**config.mk**
```make
export PLATFORM = sky130hd
export DESIGN_NAME = serial_frame_capture_flat
export DESIGN_NICKNAME = d
export VERILOG_FILES = /design/src/rtl/capture_pkg.sv /design/src/rtl/serial_frame_capture_if.sv /design/src/rtl/edge_sync.sv /design/src/rtl/serial_frame_capture.sv /design/src/flat_wrapper.sv
export SDC_FILE = /design/constraint.sdc
export NUM_CORES = 1
export LEC_CHECK = 0
export CORE_MARGIN = 2
export CORE_UTILIZATION = 50
export DETAILED_ROUTE_END_ITERATION = 12
export GPL_TIMING_DRIVEN = 1
export PLACE_DENSITY = 0.79
export SLEW_MARGIN = 15
export SYNTH_ARGS = -nofsm -noshare
export SYNTH_HDL_FRONTEND = slang
export SYNTH_SLANG_ARGS = --single-unit
export TNS_END_PERCENT = 30
```
**constraint.sdc**
```tcl
create_clock -name clk -period 4.58 [get_ports clk]
set_clock_uncertainty 0.1 [all_clocks]
set_input_delay 0.687 -clock clk [delete_from_list [all_inputs] [get_ports clk]]
set_output_delay 0.687 -clock clk [all_outputs]
set_load 0.02 [all_outputs]
```
**src/rtl/capture_pkg.sv**
```systemverilog
// rtl/capture_pkg.sv - shared state type and default parameters for serial_frame_capture
package capture_pkg;

  typedef enum logic [1:0] {
    ST_IDLE = 2'd0,
    ST_RECV = 2'd1,
    ST_DROP = 2'd2
  } cap_state_e;

  localparam int DEF_PIX_W       = 8;
  localparam int DEF_NUM_PIX     = 784;
  localparam int DEF_LSB_FIRST   = 1;
  localparam int DEF_SYNC_STAGES = 2;
  localparam int DEF_TIMEOUT_CYC = 65535;

endpackage

```
**src/rtl/serial_frame_capture_if.sv**
```systemverilog
// rtl/serial_frame_capture_if.sv - frame buffer write port and frame handshake bundle
//
// Signals:
//   ram_we, ram_addr, ram_din  one-cycle pixel write, ram_addr = {bank, pixel index}
//   frame_done                 one-cycle pulse with the last pixel write of a frame
//   frame_bank, frame_pending  oldest full bank / any bank full
//   frame_ack                  consumer releases frame_bank
// Modports: master = capture side, slave = frame consumer side.
interface serial_frame_capture_if
  import capture_pkg::*;
#(
  parameter int PIX_W = DEF_PIX_W,
  parameter int AW    = $clog2(DEF_NUM_PIX) + 1
);
  logic             ram_we;
  logic [AW-1:0]    ram_addr;
  logic [PIX_W-1:0] ram_din;
  logic             frame_done;
  logic             frame_bank;
  logic             frame_pending;
  logic             frame_ack;

  modport master (
    output ram_we, ram_addr, ram_din, frame_done, frame_bank, frame_pending,
    input  frame_ack
  );

  modport slave (
    input  ram_we, ram_addr, ram_din, frame_done, frame_bank, frame_pending,
    output frame_ack
  );
endinterface

```
**src/rtl/edge_sync.sv**
```systemverilog
// rtl/edge_sync.sv - multi-flop synchronizer with rising-edge detector
//
// Ports:
//   clk, reset  system clock, synchronous active-high reset
//   i_async     asynchronous input
//   o_level     synchronized level (last synchronizer flop)
//   o_rise      high for one cycle on a 0->1 step between last sync flop and edge flop
// Parameter SYNC_STAGES must be at least 2.
module edge_sync
  import capture_pkg::*;
#(
  parameter int SYNC_STAGES = DEF_SYNC_STAGES
) (
  input  logic clk,
  input  logic reset,
  input  logic i_async,
  output logic o_level,
  output logic o_rise
);
  logic [SYNC_STAGES-1:0] r_sync;
  logic                   r_edge;

  always_ff @(posedge clk) begin
    if (reset) begin
      r_sync <= '0;
      r_edge <= 1'b0;
    end else begin
      r_sync <= {r_sync[SYNC_STAGES-2:0], i_async};
      r_edge <= r_sync[SYNC_STAGES-1];
    end
  end

  assign o_level = r_sync[SYNC_STAGES-1];
  assign o_rise  = r_sync[SYNC_STAGES-1] & ~r_edge;
endmodule

```
**src/rtl/serial_frame_capture.sv**
```systemverilog
// rtl/serial_frame_capture.sv - serial pixel stream capture into a two-bank frame buffer
//
// Ports:
//   clk, reset       system clock, synchronous active-high reset
//   serial_data_in   serial pixel data (async)
//   bit_clk_in       bit clock, data taken on its rising edge (async)
//   frame_start_in   rising edge starts (or restarts) a frame (async)
//   bus              serial_frame_capture_if.master: RAM write port and frame handshake
//   busy             high while receiving a frame
//   err_short        pulse: frame restarted before completion
//   err_overrun      pulse: frame start while the write bank is still full
//   err_timeout      pulse: bit clock stalled for TIMEOUT_CYC cycles
// Optional feature macro SERIAL_CAPTURE_TIMEOUT_EN enables the bit clock stall timeout;
// without it err_timeout is tied low. NUM_PIX and PIX_W are expected to be at least 2.
module serial_frame_capture
  import capture_pkg::*;
#(
  parameter int PIX_W       = DEF_PIX_W,
  parameter int NUM_PIX     = DEF_NUM_PIX,
  parameter int LSB_FIRST   = DEF_LSB_FIRST,
  parameter int SYNC_STAGES = DEF_SYNC_STAGES,
  parameter int TIMEOUT_CYC = DEF_TIMEOUT_CYC
) (
  input  logic clk,
  input  logic reset,
  input  logic serial_data_in,
  input  logic bit_clk_in,
  input  logic frame_start_in,
  serial_frame_capture_if.master bus,
  output logic busy,
  output logic err_short,
  output logic err_overrun,
  output logic err_timeout
);
  localparam int AW = $clog2(NUM_PIX) + 1;
  localparam int PW = AW - 1;
  localparam int BW = (PIX_W > 1) ? $clog2(PIX_W) : 1;
  localparam logic [PW-1:0] LAST_PIX = PW'(NUM_PIX - 1);
  localparam logic [BW-1:0] LAST_BIT = BW'(PIX_W - 1);

  logic w_data;
  logic w_data_rise_unused;
  logic w_bc_level_unused;
  logic w_bc_rise;
  logic w_fs_level_unused;
  logic w_fs_rise;

  edge_sync #(.SYNC_STAGES(SYNC_STAGES)) u_sync_data (
    .clk(clk), .reset(reset), .i_async(serial_data_in),
    .o_level(w_data), .o_rise(w_data_rise_unused)
  );
  edge_sync #(.SYNC_STAGES(SYNC_STAGES)) u_sync_bclk (
    .clk(clk), .reset(reset), .i_async(bit_clk_in),
    .o_level(w_bc_level_unused), .o_rise(w_bc_rise)
  );
  edge_sync #(.SYNC_STAGES(SYNC_STAGES)) u_sync_fstart (
    .clk(clk), .reset(reset), .i_async(frame_start_in),
    .o_level(w_fs_level_unused), .o_rise(w_fs_rise)
  );

  cap_state_e       r_state;
  logic [PW-1:0]    r_pix_cnt;
  logic [BW-1:0]    r_bit_cnt;
  logic [PIX_W-1:0] r_pix;
  logic             r_wr_bank;
  logic             r_rd_bank;
  logic [1:0]       r_full;
  logic             r_we;
  logic [AW-1:0]    r_addr;
  logic [PIX_W-1:0] r_din;
  logic             r_done;
  logic             r_err_short;
  logic             r_err_over;
`ifdef SERIAL_CAPTURE_TIMEOUT_EN
  localparam int TOW = $clog2(TIMEOUT_CYC + 1);
  localparam logic [TOW-1:0] TO_LAST = TOW'(TIMEOUT_CYC - 1);
  logic [TOW-1:0]   r_to_cnt;
  logic             r_err_to;
`endif

  logic [BW-1:0]    w_cur_bit;
  logic [PW-1:0]    w_cur_pix;
  logic [PIX_W-1:0] w_pix_next;
  logic             w_recv_bit;
  logic             w_pix_done;
  logic             w_frame_done;
  logic             w_ack;
  logic [1:0]       w_full_next;
  logic             w_rd_next;

  always_comb begin
    // A frame_start rise while receiving restarts the frame, so a bit arriving in
    // the same cycle is placed as bit 0 of pixel 0 rather than the stale position.
    w_cur_bit  = w_fs_rise ? '0 : r_bit_cnt;
    w_cur_pix  = w_fs_rise ? '0 : r_pix_cnt;
    w_pix_next = r_pix;
    if (LSB_FIRST != 0) begin
      w_pix_next[w_cur_bit] = w_data;
    end else begin
      w_pix_next[LAST_BIT - w_cur_bit] = w_data;
    end
    w_recv_bit   = (r_state == ST_RECV) && w_bc_rise;
    w_pix_done   = w_recv_bit && (w_cur_bit == LAST_BIT);
    w_frame_done = w_pix_done && (w_cur_pix == LAST_PIX);

    // Release and fill can land in the same cycle on opposite banks.
    w_ack       = bus.frame_ack && (r_full != 2'b00);
    w_full_next = r_full;
    if (w_ack) begin
      w_full_next[r_rd_bank] = 1'b0;
    end
    if (w_frame_done) begin
      w_full_next[r_wr_bank] = 1'b1;
    end
    // The read pointer only moves when its bank is empty and the other is full,
    // which keeps it on the oldest full bank.
    w_rd_next = r_rd_bank;
    if (!w_full_next[r_rd_bank] && w_full_next[~r_rd_bank]) begin
      w_rd_next = ~r_rd_bank;
    end
  end

  always_ff @(posedge clk) begin
    if (reset) begin
      r_state     <= ST_IDLE;
      r_pix_cnt   <= '0;
      r_bit_cnt   <= '0;
      r_pix       <= '0;
      r_wr_bank   <= 1'b0;
      r_rd_bank   <= 1'b0;
      r_full      <= 2'b00;
      r_we        <= 1'b0;
      r_addr      <= '0;
      r_din       <= '0;
      r_done      <= 1'b0;
      r_err_short <= 1'b0;
      r_err_over  <= 1'b0;
`ifdef SERIAL_CAPTURE_TIMEOUT_EN
      r_to_cnt    <= '0;
      r_err_to    <= 1'b0;
`endif
    end else begin
      r_we        <= 1'b0;
      r_done      <= 1'b0;
      r_err_short <= 1'b0;
      r_err_over  <= 1'b0;
      r_full      <= w_full_next;
      r_rd_bank   <= w_rd_next;
`ifdef SERIAL_CAPTURE_TIMEOUT_EN
      r_err_to    <= 1'b0;
`endif
      case (r_state)
        ST_IDLE, ST_DROP: begin
`ifdef SERIAL_CAPTURE_TIMEOUT_EN
          r_to_cnt <= '0;
`endif
          if (w_fs_rise) begin
            r_pix_cnt <= '0;
            r_bit_cnt <= '0;
            if (!r_full[r_wr_bank]) begin
              r_state <= ST_RECV;
            end else begin
              r_state    <= ST_DROP;
              r_err_over <= 1'b1;
            end
          end
        end
        ST_RECV: begin
          if (w_fs_rise) begin
            r_err_short <= 1'b1;
          end
          r_pix_cnt <= w_cur_pix;
          r_bit_cnt <= w_cur_bit;
          if (w_recv_bit) begin
            r_pix     <= w_pix_next;
            r_bit_cnt <= w_cur_bit + 1'b1;
            if (w_pix_done) begin
              r_bit_cnt <= '0;
              r_pix_cnt <= w_cur_pix + 1'b1;
              r_we      <= 1'b1;
              r_addr    <= {r_wr_bank, w_cur_pix};
              r_din     <= w_pix_next;
              if (w_frame_done) begin
                r_done    <= 1'b1;
                r_pix_cnt <= '0;
                r_wr_bank <= ~r_wr_bank;
                r_state   <= ST_IDLE;
              end
            end
          end
`ifdef SERIAL_CAPTURE_TIMEOUT_EN
          // Any bit or restart edge rearms the stall counter.
          if (w_bc_rise || w_fs_rise) begin
            r_to_cnt <= '0;
          end else if (r_to_cnt == TO_LAST) begin
            r_to_cnt <= '0;
            r_err_to <= 1'b1;
            r_state  <= ST_IDLE;
          end else begin
            r_to_cnt <= r_to_cnt + 1'b1;
          end
`endif
        end
        default: r_state <= ST_IDLE;
      endcase
    end
  end

  assign bus.ram_we        = r_we;
  assign bus.ram_addr      = r_addr;
  assign bus.ram_din       = r_din;
  assign bus.frame_done    = r_done;
  assign bus.frame_bank    = r_rd_bank;
  assign bus.frame_pending = |r_full;
  assign busy              = (r_state == ST_RECV);
  assign err_short         = r_err_short;
  assign err_overrun       = r_err_over;
`ifdef SERIAL_CAPTURE_TIMEOUT_EN
  assign err_timeout       = r_err_to;
`else
  assign err_timeout       = 1'b0;
`endif
endmodule
```
**src/flat_wrapper.sv**
```systemverilog
// flat-port wrapper written by rule: the top's interface ports become plain ports
module serial_frame_capture_flat import capture_pkg::*;
#(
  parameter int PIX_W       = DEF_PIX_W,
  parameter int NUM_PIX     = DEF_NUM_PIX,
  parameter int LSB_FIRST   = DEF_LSB_FIRST,
  parameter int SYNC_STAGES = DEF_SYNC_STAGES,
  parameter int TIMEOUT_CYC = DEF_TIMEOUT_CYC
)
  (clk, reset, serial_data_in, bit_clk_in, frame_start_in, busy, err_short, err_overrun, err_timeout, bus_ram_we, bus_ram_addr, bus_ram_din, bus_frame_done, bus_frame_bank, bus_frame_pending, bus_frame_ack);
  serial_frame_capture_if #(.PIX_W(PIX_W)) bus_i ();
  input  logic clk;
  input  logic reset;
  input  logic serial_data_in;
  input  logic bit_clk_in;
  input  logic frame_start_in;
  output logic busy;
  output logic err_short;
  output logic err_overrun;
  output logic err_timeout;
  output wire logic [$bits(bus_i.ram_we)-1:0] bus_ram_we;
  output wire logic [$bits(bus_i.ram_addr)-1:0] bus_ram_addr;
  output wire logic [$bits(bus_i.ram_din)-1:0] bus_ram_din;
  output wire logic [$bits(bus_i.frame_done)-1:0] bus_frame_done;
  output wire logic [$bits(bus_i.frame_bank)-1:0] bus_frame_bank;
  output wire logic [$bits(bus_i.frame_pending)-1:0] bus_frame_pending;
  input wire logic [$bits(bus_i.frame_ack)-1:0] bus_frame_ack;
  assign bus_ram_we = bus_i.ram_we;
  assign bus_ram_addr = bus_i.ram_addr;
  assign bus_ram_din = bus_i.ram_din;
  assign bus_frame_done = bus_i.frame_done;
  assign bus_frame_bank = bus_i.frame_bank;
  assign bus_frame_pending = bus_i.frame_pending;
  assign bus_i.frame_ack = bus_frame_ack;
  serial_frame_capture #(.PIX_W(PIX_W), .NUM_PIX(NUM_PIX), .LSB_FIRST(LSB_FIRST), .SYNC_STAGES(SYNC_STAGES), .TIMEOUT_CYC(TIMEOUT_CYC)) u_core (.clk(clk), .reset(reset), .serial_data_in(serial_data_in), .bit_clk_in(bit_clk_in), .frame_start_in(frame_start_in), .bus(bus_i), .busy(busy), .err_short(err_short), .err_overrun(err_overrun), .err_timeout(err_timeout));
endmodule
```
# Word-level counts from Yosys, hierarchy flattened
# Cells that the tools add are included.
dict set report classes {
  add_sub_neg 2
  magnitude_cmp 7
  n_eq_ne 8
  muxes 34
  n_bitwise 14
  n_reduce_logical 22
}
# operator n
set ops {}
lappend ops {{$mux W10} 4}
lappend ops {{$pmux W10 S2} 1}
lappend ops {{$mux W2} 7}
lappend ops {{$mux W1} 13}
lappend ops {{$add A10 B1 Y10 const B} 1}
lappend ops {{$eq A10 B10 Y1 const B} 1}
lappend ops {{$mux W3} 3}
lappend ops {{$not A1 Y1} 9}
lappend ops {{$bwmux W8} 1}
lappend ops {{$logic_and A1 B1 Y1} 8}
lappend ops {{$reduce_and A4 Y1} 2}
lappend ops {{$lt A1 B2 Y1 const B} 3}
lappend ops {{$ne A2 B1 Y1 const B} 3}
lappend ops {{$pmux W3 S2} 1}
lappend ops {{$reduce_or A2 Y1} 3}
lappend ops {{$reduce_or A3 Y1} 2}
lappend ops {{$lt A3 B4 Y1 const B} 1}
lappend ops {{$pmux W2 S2} 1}
lappend ops {{$reduce_bool A2 Y1} 2}
lappend ops {{$reduce_or A4 Y1} 1}
lappend ops {{$add A3 B1 Y3 const B} 1}
lappend ops {{$demux W1 S3} 1}
lappend ops {{$eq A3 B3 Y1 const B} 1}
lappend ops {{$ge A3 B1 Y1 const B} 1}
lappend ops {{other kinds (13)} 16}
dict set report word_totals {
  reg_bits 58
  inputBits 6
}

# Depth between registers and ports, before layout
# Gate-level depths: netlist (run 1).
dict set report depth {
  word_depth 13
  ltp_mapped 12
  ltp_nobuf 8
}

# Modules after synthesis
# Synthesis (run 1) repeated with hierarchy kept, for this count alone.
dict set report hier_totals {
  hier_cells 300
  area_unflattened_um2 2621.3
}
# mod n_inst cells_per_inst area_per_inst_um2 seq_area_each_um2
set by_module_without_submodules {}
lappend by_module_without_submodules {serial_frame_capture 1 279 2358.5 1001.0}
lappend by_module_without_submodules {edge_sync 3 7 87.6 60.1}

# Least setup slack after synthesis (run 1)
# OpenSTA, ideal clock, no wires.
dict set report synth_path {
  path_type {reg2reg}
  start {register u_core.u_sync_fstart.r_edge}
  end {register u_core.r_pix_cnt[3]}
  arrival_time_ns 2.567
  required_time_ns 4.407
  slack_ns 1.840
  path_stages_with_launch 13
  path_buffers 4
  synth_period_minus_slack_ns 2.740
  path_cell_list {dfxtp_1 -> nand2b_1 -> buf_2 -> buf_2 -> clkbuf_1 -> and2_1 -> ha_1 -> ha_1 -> and2_1 -> and4_1 -> buf_6 -> a311o_1 -> o211ai_2}
}
dict set report synth_between {
  elab_chain_cells 10
}
# element line
set synth_lines {}
lappend synth_lines {{from (decl)} edge_sync.sv:21} ;# logic r_edge;
lappend synth_lines {{from (signal assigned)} edge_sync.sv:29} ;# r_edge <= r_sync[SYNC_STAGES-1];
lappend synth_lines {{$not A1 Y1 (*)} edge_sync.sv:34} ;# assign o_rise = r_sync[SYNC_STAGES-1] & ~r_edge;
lappend synth_lines {{$and A1 B1 Y1 (*)} edge_sync.sv:34}
lappend synth_lines {{branches (longest 7 deep; another with $add A10 B1 Y10)} n/a}
lappend synth_lines {{$pmux W10 S2 (*)} serial_frame_capture.sv:152} ;# case (r_state)
lappend synth_lines {{to (signal assigned)} serial_frame_capture.sv:172} ;# r_pix_cnt <= w_cur_pix;
lappend synth_lines {{to (signal assigned)} serial_frame_capture.sv:179} ;# r_pix_cnt <= w_cur_pix + 1'b1;
lappend synth_lines {{to (decl)} serial_frame_capture.sv:62} ;# logic [PW-1:0] r_pix_cnt;
# Mark *: on every way between the ends.
# A chain may end at the register's enable or synchronous reset.

# Worst setup path in the final report (run 1)
dict set report layout_path {
  start {register u_core.u_sync_fstart.r_edge}
  end {register u_core.r_pix_cnt[1]}
}
# The elaborated chain is that of the path after synthesis.

==> impl_metrics.json, run 1 <==
{
  "status": "finished clean",
  "cp-start-kind": "flop",
  "relSlewSlack_pct": 27.49,
  "clock_sinks": 58,
  "clk_pin_slew_worst_paths_ps": 60,
  "cts_resized": 0,
  "cts_buffers": 9,
  "cts_tree": "yes",
  "grtUsageTotal_pct": 20.57,
  "rows": 25,
  "report.final.hold_viol_count": 0,
  "setup_violations": 0,
  "overflow": 0,
  "crit_arrival_ps": 3080,
  "power.leakage_nw": 1.030,
  "worstPathMaxFanout": 28,
  "max_freq_mhz": 342.9,
  "ys_ff_latch": 58,
  "drt.antenna.violating_nets": 0,
  "drc": 0,
  "hp-class": "flop to flop",
  "rsz0062_at_grt": "false",
  "ys.flop_type": "dfxtp_1",
  "cts_setup_buffers": 0,
  "cp_slowest_stage_delay_ps": 840,
  "via_count": 2160,
  "num_antenna_cells": 0,
  "crit_top_cell": "ha_1",
  "grt_start_max_net_pins": 62,
  "ir_worst_vdd_v": 0.0002492,
  "nNetsFinal": 319,
  "first_global_vias": 1947,
  "ios": 33,
  "grt_pass1_wl_microns": 8873,
  "numPortBuffers": 31,
  "avgViaCountPerCell": 5.654,
  "wirelength_microns": 5038,
  "dieArea_sq_um": 5661,
  "drv_slew": 0,
  "syn_inst": 290,
  "endpoint_kind": "flop",
  "clock_latency_ps": 330,
  "drtIter0Drc": 114,
  "antenna_found_initial": 0,
  "dpl.hpwl_microns": 3304,
  "ys.warnings.count": 0,
  "period_share_pct": 63.68,
  "clockBufferDepth": 2,
  "layout-drive-gt1-share_pct": 6.349,
  "die_w_microns": 75.24,
  "synth_area_leaders": "dfxtp_1 46%, a211oi_1 4.4%, a21oi_1 4.3%",
  "worst_pin_slew_ps": 1086,
  "cts_hold_buffers": 0,
  "root_buffer": "clkbuf_8",
  "crit_required_ps": 4740,
  "synth_cell_types": 50,
  "dieHeight_microns": 75.24,
  "worstPathCellList": "nand2b_1, and2_1, ha_1, ha_1, inv_1, nor2_2, o2111ai_1, a21oi_1",
  "wl_per_cell_microns": 13.19,
  "synth_area_sq_um": 2537,
  "coreArea_sq_um": 4817,
  "dp.cells": 366,
  "synth_top_area_cell": "dfxtp_1",
  "slowest_stage": "nor2_2",
  "final_cells": 382,
  "async_flop_share_pct": 0,
  "drt-pass1-iter-count": 4,
  "synth_top_area_share_pct": 45.76,
  "gp_congestion": 0.7891,
  "start_util_pct": 52.68,
  "htreeDepth": 3,
  "min_period_ps": 2916,
  "critPathKind": "flop to flop",
  "tns_ps": 0,
  "syn_to_final_growth_pct": 19.28,
  "max-cap-violations": 0,
  "power-per-cell-area_nw_per_um2": 334.6,
  "synth_edf_count": 0,
  "ys_seq_area_share_pct": 45.76,
  "avgSynthCellArea_sq_um": 8.750,
  "synthesis.nets": 299
}
[cell usage in the layout, fill, tap and decap left out, types with 2 or more instances in the layout]
| cell type | instances |
|---|---|
| or4_1 | 4 |
| clkbuf_8 | 11 |
| a32oi_1 | 2 |
| nor4_1 | 2 |
| nand4b_1 | 2 |
| a311oi_1 | 3 |
| and4_1 | 3 |
| mux2i_1 | 10 |
| nand2b_1 | 4 |
| o21ai_0 | 10 |
| clkdlybuf4s50_1 | 30 |
| nor2_1 | 27 |
| a211oi_1 | 15 |
| and3_1 | 2 |
| clkbuf_1 | 3 |
| and2_1 | 9 |
| nand3_1 | 12 |
| nand4_1 | 7 |
| nor2b_1 | 10 |
| inv_1 | 4 |
| a21oi_1 | 22 |
| o211ai_2 | 3 |
| ha_1 | 3 |
| a211o_1 | 2 |
| nor3_1 | 4 |
| nand2_1 | 27 |
| dfxtp_1 | 58 |
[worst max-delay path: cells and delay by family (launching register included)]
family,cells,cell delay [ps]
buffers and inverters,1,90
AO/OA/AOI/OAI,2,400
AND/OR/NAND/NOR,3,1550
adder cells (fa/ha/maj),2,360
flip-flops,1,340
[layer usage]
layer	share of wire [%]	up-vias	GRT usage (%)
met1	48	1021	27.02
met5	0	-	0
met2	46	44	30.21
li1	-	1082	-
met4	2.2	0	11.89
met3	4.0	13	5.890
[kinds of logic (layout without fill, tap and decap cells)]
group / count (synthesis) / after routing / synth area share (%)
other cells: 1 / 1 / 0.1478
fa+ha+maj: 3 / 3 / 1.479
buf+inv: 27 / 52 / 4.734
compound gates: 67 / 67 / 17.80
simple gates: 122 / 122 / 25.35
flops: 58 / 58 / 45.76
mux: 11 / 11 / 4.389
xor+xnor: 1 / 1 / 0.3452
[Yosys cell counts, drive strengths merged (4+ instances only)]
master  number
a211oi      15
a21oi       22
and2        10
buf          8
clkbuf      15
dfxtp       58
inv          4
mux2i       10
nand2       27
nand2b       4
nand3       12
nand4        7
nor2        28
nor2b       10
nor3         4
o21ai       11
or4          4
[registers in the layout, indices dropped and copies added, names as in the netlist, 2 cells and up]
register                     count
u_core.r_pix                     8
u_core.u_sync_fstart.r_sync      2
u_core.r_state                   2
u_core.r_pix_cnt                10
u_core.bus.ram_addr             11
u_core.bus.ram_din               8
u_core.u_sync_bclk.r_sync        2
u_core.r_bit_cnt                 3
u_core.r_full                    2
u_core.u_sync_data.r_sync        2
[layout make-up]
class | instances | area (sq um)
clock inverters | 2 | 35.03
multi-input cells | 205 | 1256
fillers | 434 | 1790
inverters | 4 | 15.01
clock buffers | 14 | 162.7
well taps | 67 | 83.83
repair buffers | 32 | 312.8
flip-flops and latches | 58 | 1161
[where the power goes]
part / total [mW] / internal (mW) / switching [mW]
Clock: 0.469 / 0.281 / 0.188
Combinational: 0.0310 / 0.0112 / 0.0199
Sequential: 0.513 / 0.509 / 0.00365
Total: 1.01 / 0.801 / 0.212
[metrics by stage]
step / total power [mW] / hold slack [ps] / utilization [%] / instance area (sq um) / worst slack [ps]
after floorplan: 0.5462 / 313.8 / - / 2537 / 1840
after global placement: 0.5545 / 316.7 / 58.73 / 2829 / 1784
after detailed placement: 0.5549 / 324.8 / 58.73 / 2829 / 1649
after CTS: 1.019 / 337.5 / 62.83 / 3027 / 1632
after global routing: 1.048 / 364.0 / 62.83 / 3027 / 1286
final: 1.013 / 329.8 / 62.83 / 3027 / 1664
[path summary, 6_finish.rpt]
check / startpoint / endpoint / slack, ps / cells past startpoint
worst max-delay path: u_core.u_sync_fstart.r_edge$_SDFF_PP0_ / u_core.r_pix_cnt[1]$_SDFFE_PP0P_ / 1660 / 8
worst min register to register: u_core.u_sync_bclk.r_sync[0]$_SDFF_PP0_ / u_core.u_sync_bclk.r_sync[1]$_SDFF_PP0_ / 330 / 1
worst min-delay path: u_core.u_sync_bclk.r_sync[0]$_SDFF_PP0_ / u_core.u_sync_bclk.r_sync[1]$_SDFF_PP0_ / 330 / 1
worst max register to register: u_core.u_sync_fstart.r_edge$_SDFF_PP0_ / u_core.r_pix_cnt[1]$_SDFFE_PP0P_ / 1660 / 8
No activity file was read; power rests on OpenSTA's default activity.
==> run 2, diff against run 1 <==
Clock period 4.58 ns to 2.79 ns, I/O delays scaled along.
==> run 2 against run 1 <==
  * First-iteration DRC count shrank 11%
  * Die area is the same
  * Critical path type unchanged
  * Sequential share of layout area shrank 0.28 points
  * Highest routed layer unchanged
  * Sequential power grew 64%
  * Global-route usage grew 0.89 points
  * Critical endpoint is now u_core.r_pix_cnt[9]$_SDFFE_PP0P_
==> impl_metrics.json, run 2 (synthesized netlist as in run 1, its figures left out) <==
{
  "status": "finished clean",
  "layout_commonest_cell": "dfxtp_1",
  "worstSetupEndpoint": "u_core.r_pix_cnt[9]$_SDFFE_PP0P_",
  "layout-drive-gt1-share_pct": 8.125,
  "period_share_pct": 82.69,
  "numPortBuffers": 31,
  "endpoint_kind": "flop",
  "clock_sinks": 58,
  "num_antenna_cells": 0,
  "cp-start-kind": "flop",
  "drtIter0Drc": 101,
  "drv_slew": 0,
  "drt.antenna.violating_nets": 0,
  "power-per-cell-area_nw_per_um2": 522.7,
  "die_w_microns": 75.24,
  "dieArea_sq_um": 5661,
  "critPathKind": "flop to flop",
  "crit_arrival_ps": 2470,
  "cts_setup_buffers": 0,
  "gp_congestion": 0.8787,
  "rows": 25,
  "grtUsageTotal_pct": 21.46,
  "rrSetupSlack_ps": 480,
  "dpl.hpwl_microns": 3556,
  "design_area_sq_um": 3049,
  "root_buffer": "clkbuf_8",
  "drc": 0,
  "grt_pass1_wl_microns": 9177,
  "report.final.hold_viol_count": 0,
  "start_util_pct": 52.68,
  "rsz0062_at_grt": "false",
  "hp-class": "flop to flop",
  "slowest_stage": "a311o_1",
  "met2_usage_pct": 34.99,
  "cp_slowest_stage_delay_ps": 420,
  "cts_tree": "yes",
  "worst_pin_slew_ps": 892.4,
  "syn_to_final_growth_pct": 20.17,
  "final_cell_mix": "58 x dfxtp_1, 30 x clkdlybuf4s50_1, 27 x nor2_1, 27 x nand2_1, 22 x a21oi_1",
  "relSlewSlack_pct": 40.38,
  "drt-pass1-iter-count": 4,
  "max_freq_mhz": 433.5,
  "nNetsFinal": 324,
  "tns_ps": 0,
  "timing.critical_path.from": "u_core.u_sync_fstart.r_edge$_SDFF_PP0_",
  "use_met3_pct": 5.489,
  "ir_worst_vdd_v": 0.0005206,
  "cts_hold_buffers": 0,
  "place_area_sq_um": 2867,
  "wirelength_microns": 5298,
  "min_period_ps": 2307,
  "crit_required_ps": 2950,
  "r2r-start": "u_core.u_sync_fstart.r_edge$_SDFF_PP0_",
  "clock_latency_ps": 330,
  "clockBufferDepth": 2,
  "path_depth": 8,
  "via_count": 2187,
  "ios": 33,
  "cts_resized": 0,
  "coreArea_sq_um": 4817,
  "dieHeight_microns": 75.24,
  "use_met1_pct": 25.19,
  "max-cap-violations": 0,
  "clk_pin_slew_worst_paths_ps": 60,
  "wl_per_cell_microns": 13.69,
  "grt_start_max_net_pins": 45,
  "antenna_found_initial": 0,
  "avgViaCountPerCell": 5.651,
  "overflow": 0,
  "cts_buffers": 9,
  "busiest_layer": "met2",
  "htreeDepth": 3,
  "r2r-end": "u_core.r_pix_cnt[9]$_SDFFE_PP0P_",
  "worstPathCellList": "nand2b_1, and2_1, ha_1, ha_1, and2_1, and4_1, a311o_1, o211ai_2",
  "worstPathMaxFanout": 6,
  "largest_register_ff_count": 11,
  "worstRegToRegCells": 8,
  "crit_buf_inv": 0,
  "fill_cells": 442,
  "power.leakage_nw": 1.052,
  "setup_violations": 0,
  "first_global_vias": 2118,
  "cp_top_family": "simple AND/OR/NAND/NOR gates"
}
-- run 2: layer usage --
layer | up-vias | routed length (microns)
met4 | 0 | 115
li1 | 1096 | -
met1 | 1025 | 2373
met2 | 53 | 2607
met5 | - | 0
met3 | 13 | 202
-- run 2: worst min path at each step --
stage	depth (start not counted)	end	from	slack (ps)
after floorplan	1	u_core.u_sync_bclk.r_sync[1]$_SDFF_PP0_	u_core.u_sync_bclk.r_sync[0]$_SDFF_PP0_	310
after global placement	1	u_core.u_sync_bclk.r_sync[1]$_SDFF_PP0_	u_core.u_sync_bclk.r_sync[0]$_SDFF_PP0_	320
after detailed placement	1	u_core.u_sync_bclk.r_sync[1]$_SDFF_PP0_	u_core.u_sync_bclk.r_sync[0]$_SDFF_PP0_	330
after CTS	1	u_core.u_sync_bclk.r_sync[1]$_SDFF_PP0_	u_core.u_sync_bclk.r_sync[0]$_SDFF_PP0_	350
after global routing	1	u_core.u_sync_bclk.r_sync[1]$_SDFF_PP0_	u_core.u_sync_bclk.r_sync[0]$_SDFF_PP0_	360
final	1	u_core.u_sync_bclk.r_sync[1]$_SDFF_PP0_	u_core.u_sync_bclk.r_sync[0]$_SDFF_PP0_	340
-- run 2: power breakdown --
group	total [mW]	leakage (nW)	internal [mW]	switching [mW]
Sequential	0.842	0.469	0.836	0.00582
Combinational	0.0544	0.486	0.0201	0.0343
Clock	0.698	0.0965	0.393	0.305
Total	1.59	1.05	1.25	0.345
-- run 2: per-stage QoR --
stage | hold slack (ps) | util [%] | total power, mW | setup slack, ps | cells
after detailed placement | 330.9 | 59.51 | 0.9138 | 504.1 | 371
after global placement | 318.6 | 59.51 | 0.9128 | 574.5 | 371
after floorplan | 313.8 | - | 0.8967 | 50.22 | 290
after global routing | 358.6 | 63.30 | 1.652 | 347.8 | 387
final | 338.7 | 63.30 | 1.594 | 483.1 | 387
after CTS | 346.5 | 63.30 | 1.613 | 490.6 | 387
-- run 2: final cells by class --
class,instances,area (sq um),share of cell area [%]
flip-flops and latches,58,1161,38.08
repair buffers,37,350.3,11.49
clock buffers,14,172.7,5.663
multi-input cells,205,1256,41.20
inverters,4,15.01,0.4924
well taps,67,83.83,2.749
clock inverters,2,10.01,0.3283
-- run 2: worst register-to-register path, stage by stage (launching register included) --
cell and delay (ps):
dfxtp_1 310, nand2b_1 180, and2_1 180, ha_1 190, ha_1 230, and2_1 170
and4_1 270, a311o_1 420, o211ai_2 200
==> run 3, diff against run 2 <==
Clock period 2.79 ns to 2.3 ns, I/O delays scaled along.
==> run 3 against run 2 <==
  * Via count up 0.96%
  * Routed wire length up 5.2%
  * Die area unchanged
  * Maximum frequency up 3.1%
  * Sequential share of layout area down 0.83 points
  * Global-route usage down 0.35 points
  * Critical path depth unchanged
  * Register-to-register slack worse by 420 ps
  * Count of clock-buffer cells in the layout down 2
  * Clock power up 17%
  * Critical path type unchanged
==> impl_metrics.json, run 3 (synthesized netlist as in run 1, its figures left out) <==
{
  "status": "finished clean",
  "setup_violations": 0,
  "cts_hold_buffers": 0,
  "power.leakage_nw": 1.066,
  "clockBufferDepth": 2,
  "fill_cells": 418,
  "grt_start_max_net_pins": 48,
  "max_freq_mhz": 446.9,
  "hold_depth": 1,
  "ir_worst_vdd_v": 0.0004875,
  "num_antenna_cells": 0,
  "rows": 25,
  "drtIter0Drc": 153,
  "worstRegToRegCells": 8,
  "use_met3_pct": 7.898,
  "crit_required_ps": 2470,
  "final_cell_mix": "56 x dfxtp_1, 30 x clkdlybuf4s50_1, 27 x nor2_1, 27 x nand2_1, 22 x a21oi_1",
  "hp-class": "flop to flop",
  "period_share_pct": 97.29,
  "power_frac_seq_pct": 53.6,
  "dpl.hpwl_microns": 3647,
  "report.final.hold_viol_count": 0,
  "first_global_vias": 1954,
  "drc": 0,
  "start_util_pct": 52.68,
  "worstPathCellList": "nand2b_4, buf_4, and2_1, ha_1, and2_4, and4_1, a311o_1, o211ai_2",
  "htreeDepth": 3,
  "min_period_ps": 2238,
  "die_w_microns": 75.24,
  "ios": 33,
  "comb_power_share_pct": 3.6,
  "relSlewSlack_pct": 41.91,
  "final_cells": 391,
  "syn_to_final_growth_pct": 23.13,
  "crit_arrival_ps": 2400,
  "cts_tree": "yes",
  "dieArea_sq_um": 5661,
  "drt-pass1-iter-count": 4,
  "clk_pin_slew_worst_paths_ps": 60,
  "max-cap-violations": 0,
  "wl_per_cell_microns": 14.26,
  "cp_slowest_stage_delay_ps": 470,
  "cp-start-kind": "flop",
  "power-per-cell-area_nw_per_um2": 610.9,
  "via_count": 2208,
  "dp.cells": 372,
  "p_sw_uw": 430.5,
  "drv_slew": 0,
  "busiest_layer": "met2",
  "grt_pass1_wl_microns": 8970,
  "utilization_pct": 64.86,
  "drt.antenna.violating_nets": 0,
  "slowest_stage": "a311o_1",
  "use_met1_pct": 26.98,
  "nNetsFinal": 329,
  "endpoint_kind": "flop",
  "layout_commonest_cell": "dfxtp_1",
  "wirelength_microns": 5574,
  "numPortBuffers": 31,
  "worstPathMaxFanout": 7,
  "overflow": 0,
  "path_depth": 8,
  "coreArea_sq_um": 4817,
  "crit_buf_inv": 1,
  "gp_congestion": 0.8383,
  "p_sw_share_pct": 22.55,
  "grtUsageTotal_pct": 21.11,
  "intPower_mw": 1.478,
  "dieHeight_microns": 75.24,
  "clock_sinks": 58,
  "worst_pin_slew_ps": 869.6,
  "root_buffer": "clkbuf_8",
  "critPathKind": "flop to flop",
  "cts_buffers": 9,
  "met2_usage_pct": 33.14,
  "layout-drive-gt1-share_pct": 12.35,
  "p_clk_share_pct": 42.8,
  "largest_register_ff_count": 11,
  "cp_top_family": "simple AND/OR/NAND/NOR gates",
  "antenna_found_initial": 0,
  "clock_latency_ps": 340,
  "avgViaCountPerCell": 5.647
}
## run 3: cell count changes in the layout (fill, tap and decap cells not counted), moves of 2 or more
cell	change
ha_4	+2
and2_4	+3
buf_4	+4
ha_1	-2
dfxtp_1	-2
dfxtp_2	+2
and2_1	-3
## run 3: per-stage QoR
step	hold slack, ps	power (mW)	cell area, sq um	TNS (ps)	setup slack (ps)
after floorplan	313.8	1.092	2600	-495.5	-125.2
after detailed placement	325.5	1.110	2914	0	76.86
final	333.5	1.909	3124	0	62.34
after global placement	317.3	1.107	2914	0	144.4
after global routing	355.5	1.968	3124	-1.587	-1.587
after CTS	339.7	1.921	3084	0	73.02
## run 3: final timing paths
check | from | endpoint | slack, ps
max reg2reg | u_core.u_sync_fstart.r_sync[1]$_SDFF_PP0_ | u_core.r_pix_cnt[3]$_SDFFE_PP0P_ | 60
max | u_core.u_sync_fstart.r_sync[1]$_SDFF_PP0_ | u_core.r_pix_cnt[3]$_SDFFE_PP0P_ | 60
min reg2reg | u_core.u_sync_data.r_sync[0]$_SDFF_PP0_ | u_core.u_sync_data.r_sync[1]$_SDFF_PP0_ | 330
min | u_core.u_sync_data.r_sync[0]$_SDFF_PP0_ | u_core.u_sync_data.r_sync[1]$_SDFF_PP0_ | 330
## run 3: cell type report
type                    instances  area [sq um]  area share, %
repair buffers                 41         380.4          12.17
multi-input cells             206          1311          41.97
flip-flops and latches         58          1164          37.24
inverters                       4         15.01         0.4806
well taps                      67         83.83          2.683
clock buffers                  12         155.1          4.966
clock inverters                 3         15.01         0.4806
## run 3: layer usage
layer  part of all wire (%)  vias up
met4                    1.6        0
met3                    5.4       11
li1                       -     1109
met2                     48       56
met1                     45     1032
met5                      0        -
## run 3: power groups by stage
stage / Sequential (mW) / Combinational, mW / Clock [mW]
final: 1.02 / 0.0692 / 0.816
after global routing: 1.02 / 0.0760 / 0.869
after CTS: 1.02 / 0.0660 / 0.832
after detailed placement: 1.04 / 0.0653 / 0
after global placement: 1.04 / 0.0640 / 0
after floorplan: 1.04 / 0.0518 / 0
## run 3: repair_timing
item | 4_1_cts | 5_1_grt
resized for setup | 0 | 3
endpoints found under the setup margin | 0 | 7
setup buffers | 0 | 3
## run 3: worst reg2reg max path, delay by kind of cell, from the launching register on
| family | cells | cell delay [ps] |
|---|---|---|
| flops | 1 | 450 |
| simple gates | 4 | 650 |
| fa+ha+maj | 1 | 180 |
| buf+inv | 1 | 160 |
| compound gates | 2 | 630 |
